$ cat config.mk
export PLATFORM = sky130hd
export DESIGN_NAME = id_operand_stage
export DESIGN_NICKNAME = d
export VERILOG_FILES = /design/src/rtl/id_operand_stage.sv
export SDC_FILE = /design/constraint.sdc
export NUM_CORES = 1
export LEC_CHECK = 0
export CAP_MARGIN = 10
export CORE_AREA = 2 2 171 173
export CTS_BUF_LIST = sky130_fd_sc_hd__clkbuf_2 sky130_fd_sc_hd__clkbuf_4 sky130_fd_sc_hd__clkbuf_8
export DETAILED_ROUTE_END_ITERATION = 12
export DIE_AREA = 0 0 173 175
export GPL_ROUTABILITY_DRIVEN = 0
export PLACE_DENSITY = 0.67
export SYNTH_ARGS = -nofsm -noshare
export SYNTH_HDL_FRONTEND = slang
export SYNTH_SLANG_ARGS = --single-unit
$ cat constraint.sdc
create_clock -name clk -period 4.4 [get_ports clk]
set_input_delay 0.44 -clock clk [delete_from_list [all_inputs] [get_ports clk]]
set_output_delay 0.44 -clock clk [all_outputs]
set_load 0.02 [all_outputs]
$ cat src/rtl/id_operand_stage.sv
// -----------------------------------------------------------------------------
// id_operand_stage
//   Decode/operand stage between fetch and execute. It holds the FS->DS
//   pipeline register and the valid/allowin handshake. The stage exports the
//   held instruction to an external combinational decoder and gets the decode
//   results back. It resolves the rs/rt operands from the register file and
//   from NUM_FWD prioritised forwarding sources. A per-register scoreboard
//   tracks outstanding long-latency writes.
//
// Ports
//   clk, reset                    clock, asynchronous active-high reset
//   es_allowin / ds_allowin       downstream / upstream accept handshake
//   fs_to_ds_valid, fs_to_ds_bus  incoming {pc, inst}
//   ds_flush                      kill the instruction held in DS
//   ds_inst, ds_pc                held instruction and pc
//   dec_*                         decode results for ds_inst
//   rs_addr/rt_addr, rs_data/rt_data   register-file read port
//   fwd_we/waddr/wdata/rdy        forwarding sources, index 0 is youngest
//   lp_done_valid/waddr           long-latency write-back notification
//   ds_to_es_valid                issue valid
//   ds_rs_val, ds_rt_val          resolved operands
//   stall_cnt                     saturating count of hazard-stall cycles
// -----------------------------------------------------------------------------
module id_operand_stage #(
  parameter int NUM_FWD  = 3,
  parameter int DW       = 32,
  parameter int BUS_WD   = 64,
  parameter int MAX_LONG = 4
) (
  input  logic                 clk,
  input  logic                 reset,
  input  logic                 es_allowin,
  output logic                 ds_allowin,
  input  logic                 fs_to_ds_valid,
  input  logic [BUS_WD-1:0]    fs_to_ds_bus,
  input  logic                 ds_flush,
  output logic [31:0]          ds_inst,
  output logic [31:0]          ds_pc,
  input  logic                 dec_rs_used,
  input  logic                 dec_rt_used,
  input  logic                 dec_rf_we,
  input  logic [4:0]           dec_rf_waddr,
  input  logic                 dec_long_op,
  output logic [4:0]           rs_addr,
  output logic [4:0]           rt_addr,
  input  logic [DW-1:0]        rs_data,
  input  logic [DW-1:0]        rt_data,
  input  logic [NUM_FWD-1:0]   fwd_we,
  input  logic [5*NUM_FWD-1:0] fwd_waddr,
  input  logic [DW*NUM_FWD-1:0] fwd_wdata,
  input  logic [NUM_FWD-1:0]   fwd_rdy,
  input  logic                 lp_done_valid,
  input  logic [4:0]           lp_done_waddr,
  output logic                 ds_to_es_valid,
  output logic [DW-1:0]        ds_rs_val,
  output logic [DW-1:0]        ds_rt_val,
  output logic [31:0]          stall_cnt
);

  localparam logic [3:0] LONG_MAX_C = 4'(MAX_LONG);

  logic              ds_valid_r;
  logic [BUS_WD-1:0] ds_bus_r;
  logic [31:0]       pend_r;
  logic [3:0]        long_cnt_r;
  logic [31:0]       stall_cnt_r;

  logic              rs_hit_s, rt_hit_s;
  logic              rs_rdy_s, rt_rdy_s;
  logic [DW-1:0]     rs_fwd_s, rt_fwd_s;
  logic              hazard_rs_s, hazard_rt_s, long_full_s, hazard_s;
  logic              ready_go_s, allowin_s, issue_s;
  logic              sb_set_s, sb_clr_s;
  logic [31:0]       pend_nxt_s;
  logic [3:0]        long_cnt_nxt_s;
  logic              stall_inc_s;

  assign ds_inst   = ds_bus_r[31:0];
  assign ds_pc     = ds_bus_r[63:32];
  assign rs_addr   = ds_inst[25:21];
  assign rt_addr   = ds_inst[20:16];
  assign stall_cnt = stall_cnt_r;

  // Forwarding source selection: the first matching source in index order wins,
  // whether or not it is ready, so an older ready value can never shadow it.
  always_comb begin
    rs_hit_s = 1'b0;
    rs_rdy_s = 1'b0;
    rs_fwd_s = '0;
    rt_hit_s = 1'b0;
    rt_rdy_s = 1'b0;
    rt_fwd_s = '0;
    for (int i = 0; i < NUM_FWD; i++) begin
      logic take_rs;
      logic take_rt;
      take_rs  = fwd_we[i] & (fwd_waddr[5*i +: 5] == rs_addr) & (rs_addr != 5'd0) & ~rs_hit_s;
      take_rt  = fwd_we[i] & (fwd_waddr[5*i +: 5] == rt_addr) & (rt_addr != 5'd0) & ~rt_hit_s;
      rs_rdy_s = take_rs ? fwd_rdy[i] : rs_rdy_s;
      rs_fwd_s = take_rs ? fwd_wdata[DW*i +: DW] : rs_fwd_s;
      rt_rdy_s = take_rt ? fwd_rdy[i] : rt_rdy_s;
      rt_fwd_s = take_rt ? fwd_wdata[DW*i +: DW] : rt_fwd_s;
      rs_hit_s = rs_hit_s | take_rs;
      rt_hit_s = rt_hit_s | take_rt;
    end
  end

  // Operand values: r0 reads as zero, then forwarded data, then RF data.
  always_comb begin
    ds_rs_val = (rs_addr == 5'd0) ? '0 : (rs_hit_s ? rs_fwd_s : rs_data);
    ds_rt_val = (rt_addr == 5'd0) ? '0 : (rt_hit_s ? rt_fwd_s : rt_data);
  end

  // Hazard detection and handshake.
  always_comb begin
    hazard_rs_s    = dec_rs_used & (rs_addr != 5'd0) & (pend_r[rs_addr] | (rs_hit_s & ~rs_rdy_s));
    hazard_rt_s    = dec_rt_used & (rt_addr != 5'd0) & (pend_r[rt_addr] | (rt_hit_s & ~rt_rdy_s));
    long_full_s    = dec_long_op & dec_rf_we & (long_cnt_r == LONG_MAX_C);
    hazard_s       = ds_valid_r & (hazard_rs_s | hazard_rt_s | long_full_s);
    ready_go_s     = ~hazard_s;
    allowin_s      = ~ds_valid_r | (ready_go_s & es_allowin);
    ds_to_es_valid = ds_valid_r & ready_go_s & ~ds_flush;
    issue_s        = ds_to_es_valid & es_allowin;
    ds_allowin     = allowin_s;
  end

  // Scoreboard next state: a set and a clear in the same cycle cancel in the
  // count, and the set wins on the pend bit when both target one register.
  always_comb begin
    sb_set_s   = issue_s & dec_long_op & dec_rf_we & (dec_rf_waddr != 5'd0);
    sb_clr_s   = lp_done_valid & pend_r[lp_done_waddr];
    pend_nxt_s = (pend_r & ~({31'd0, sb_clr_s} << lp_done_waddr))
               | ({31'd0, sb_set_s} << dec_rf_waddr);
    case ({sb_set_s, sb_clr_s})
      2'b10:   long_cnt_nxt_s = (long_cnt_r != LONG_MAX_C) ? long_cnt_r + 4'd1 : long_cnt_r;
      2'b01:   long_cnt_nxt_s = (long_cnt_r != 4'd0) ? long_cnt_r - 4'd1 : long_cnt_r;
      default: long_cnt_nxt_s = long_cnt_r;
    endcase
    stall_inc_s = hazard_s & es_allowin & (stall_cnt_r != 32'hFFFF_FFFF);
  end

  // FS->DS pipeline register.
  always_ff @(posedge clk or posedge reset) begin
    if (reset) begin
      ds_valid_r <= 1'b0;
      ds_bus_r   <= '0;
    end else if (allowin_s) begin
      ds_valid_r <= fs_to_ds_valid & ~ds_flush;
      ds_bus_r   <= fs_to_ds_valid ? fs_to_ds_bus : ds_bus_r;
    end else if (ds_flush) begin
      ds_valid_r <= 1'b0;
    end else begin
      ds_valid_r <= ds_valid_r;
    end
  end

  // Scoreboard pend bits and outstanding long-op count.
  always_ff @(posedge clk or posedge reset) begin
    if (reset) begin
      pend_r     <= 32'd0;
      long_cnt_r <= 4'd0;
    end else begin
      pend_r     <= pend_nxt_s;
      long_cnt_r <= long_cnt_nxt_s;
    end
  end

  // Saturating hazard-stall counter.
  always_ff @(posedge clk or posedge reset) begin
    if (reset) begin
      stall_cnt_r <= 32'd0;
    end else if (stall_inc_s) begin
      stall_cnt_r <= stall_cnt_r + 32'd1;
    end else begin
      stall_cnt_r <= stall_cnt_r;
    end
  end

endmodule

==> metrics.md <==
| Metric | Value |
|---|---|
| Status | `finished clean` |
| Crit. End Element | `output port` |
| Mapped Area | `9555 µm²` |
| Adder-Cell Fraction of Synth Area | `0.6023%` |
| XOR/XNOR share of the synthesized area | `5.866%` |
| Share of cells above drive strength 1 | `13.06%` |
| DRC viols | `0` |
| Async SR Flop Fraction | `100.0%` |
| Mapped Cells | `1,007` |
| CTS tree | `built` |
| Syn. warnings | `0` |
| # clock sinks | `133` |
| Top Ports | `437` |
| H-tree levels | `4` |
| Startpoint Class | `flop` |
| Post-synth cell types | `56` |
| Final TNS setup | `0 ps` |
| Wire length on met1 | `14,580 µm` |
| Largest net degree at the start of global routing | `84` |
| Cell taking the most area after synthesis | `dfrtp_1` |
| Die Y | `175 µm` |
| Routed vias | `9,585` |
| Top cells by area, synth | `dfrtp_1 (35%), mux2_4 (9.4%), mux2i_1 (8.3%), nand2_1 (4.4%), mux4_2 (4.0%)` |
| Met2 WL post-DR | `18,650 µm` |
| Final Util | `52.04%` |
| Syn nets | `1,276` |
| Sequential fraction of the synthesis area | `34.83%` |
| Slew HR | `30.59%` |
| Nets@finish | `1,688` |
| First-pass GRT wire length | `56,340 µm` |
| P_leak | `6.280 nW` |
| RSZ-0062 raised after global routing | `false` |
| Non-filler instance count after layout | `1,821` |
| Mux contribution to synthesized area | `23.36%` |
| Critical Path AT | `3730 ps` |
| First drt pass iteration count | `5` |
| Remaining antenna violation count after routing | `0` |
| FF+latch count, synth | `133` |
| Most frequent cells in the layout | `clkdlybuf4s50_1 (435), dfrtp_1 (131), nand2_1 (112)` |
| EDFF count, synth | `0` |
| Fillcell total | `2,636` |
| Iter 0 DRT Violations | `694` |
| Min Tclk post-route | `4167 ps` |
| Post-DP HPWL | `28,920 µm` |
| Setup CP Type | `flop to output port` |
| Most common cell after layout, fill and taps aside | `clkdlybuf4s50_1` |
| Row count | `62` |
| CTS root buf | `clkbuf_8` |
| Top Metal Used | `met4` |
| Storage cell area | `3331 µm²` |
| Hold Crit Class | `flop to flop` |
| Pwr/cell area | `292.2 nW/µm²` |
| Die footprint | `30,280 µm²` |
| Final hold slack | `492.2 ps` |
| Worst Tran Pin Value | `1041 ps` |
| Vias in the first global route | `9,642` |
| Synth Area in Simple Gates | `16.29%` |
| # setup viols final | `0` |
| Main combinational cell family by area after synthesis | `multiplexers` |
| Clk Latency, worst-skew pair | `450 ps` |
| Layout overhead on the synthesized area | `54.63%` |
| Number of max-cap violations | `0` |
| Starting Density | `33.66%` |
| FMAX | `0.2400 GHz` |
| Drt wl/cell | `20.25 µm` |
| Postcts setup bufs | `0` |
| TritonCTS Buffers | `17` |
| Multi-input gate area | `5833 µm²` |
| Initial antenna violation count | `5` |
| Total wire length | `36,870 µm` |
| Max FO, Critical Path | `47` |
| Worst EP required | `3960 ps` |
| Slew Limit Fails | `0` |
| Final worst clock skew | `16.60 ps` |
| Vias per inst | `5.264` |
| Synth Flop Type | `dfrtp_1` |
| Part of the cycle the worst path needs | `94.70%` |
| Die W | `173 µm` |
| Core area | `28,390 µm²` |
| Final Hold Viols | `0` |
| Longest Clk Path Bufs | `2` |
| Worst-path clk slew | `90 ps` |
| Routed met3 length | `2498 µm` |
| I/O Buffers | `436` |
| Total track usage | `23.69%` |
| Placed insts | `1,784` |
| Max VDD drop | `228.4 µV` |
| Synth Area in Compound Gates | `14.27%` |
| Syn avg cell area | `9.489 µm²` |
| Grt total ovfl | `0` |
| Synth top area share | `34.83%` |
## cells in the mapped netlist (24+ instances only)
cell type and n:
dfrtp_1 133, nand2_1 112, mux2i_1 79, nor2_1 68, o21ai_0 67, a21oi_1 66
mux2_4 60, o211ai_1 42, xnor2_1 39, clkbuf_1 37, nor3_1 28, a211oi_1 25
xor2_1 25, nand3_1 24
## timing repair
action,CTS,global route
resized for setup,2,11
hold buffers,0,0
cloned,0,0
endpoints found under the setup margin,17,39
## through the flow
stage / instance area, µm² / power [mW] / setup slack, ps
3_3_place_gp: 14310 / 3.261 / 87.94
4_1_cts: 14720 / 4.350 / 10.47
2_1_floorplan: 9555 / 2.417 / 405.6
3_5_place_dp: 14310 / 3.279 / 105.8
6_report: 14780 / 4.318 / 233.3
5_1_grt: 14780 / 4.529 / 42.14
## flip-flops by register name (all words and copies together), names as in the netlist
name	flops
ds_valid_r	1
stall_cnt	32
pend_r	32
long_cnt_r	4
ds_bus_r	64
## kinds of logic (layout without fill, tap and decap cells)
logic type	after synthesis	count (layout)
AO/OA/AOI/OAI	222	222
XOR/XNOR	64	64
adder cells (fa/ha/maj)	4	4
buffers and inverters	93	518
flip-flops	133	133
multiplexers	170	170
other	0	5
AND/OR/NAND/NOR	321	321
## final timing paths
path                       slack (ps)          from            end  cells past startpoint
max in group asynchronous        2830         reset  stall_cnt[28]                      3
hold reg to reg                   490  stall_cnt[9]   stall_cnt[9]                      1
min in group asynchronous         590         reset    ds_bus_r[6]                      2
setup reg to reg                  620  ds_bus_r[17]  long_cnt_r[3]                     14
setup / recovery                  230  ds_bus_r[16]   ds_rt_val[4]                     10
hold / removal                    490  stall_cnt[9]   stall_cnt[9]                      1
## critical path, cell delays in order (launching register included)
cell             delay [ps]
dfrtp_1                 480
or4_4                   590
nor2_2                  200
or4_2                   230
buf_12                  260
nand2_1                 120
nor2_1                  230
buf_4                   280
nand2_1                 120
a21oi_1                 150
clkdlybuf4s50_1         620
## routing by layer
metal | vias up | global-route usage, %
met4 | 0 | 9.640
met2 | 419 | 41.62
li1 | 4479 | -
met3 | 59 | 4.961
met5 | - | 0
met1 | 4628 | 28.21
## power breakdown
part / internal (mW) / switching [mW] / total [mW]
Sequential: 1.35 / 0.129 / 1.48
Clock: 0.489 / 0.566 / 1.05
Combinational: 0.943 / 0.845 / 1.79
Total: 2.78 / 1.54 / 4.32
## final cells by class
| cell class | instances | share of cell area (%) |
|---|---|---|
| timing repair buffer | 473 | 31.60 |
| clock inverter | 14 | 1.016 |
| antenna | 5 | 0.08468 |
| clock buffer | 18 | 1.677 |
| tap | 384 | 3.252 |
| sequential | 133 | 22.54 |
| multi-input combinational | 781 | 39.48 |
| inverter | 13 | 0.3472 |
No activity file was read; power rests on OpenSTA's default activity.
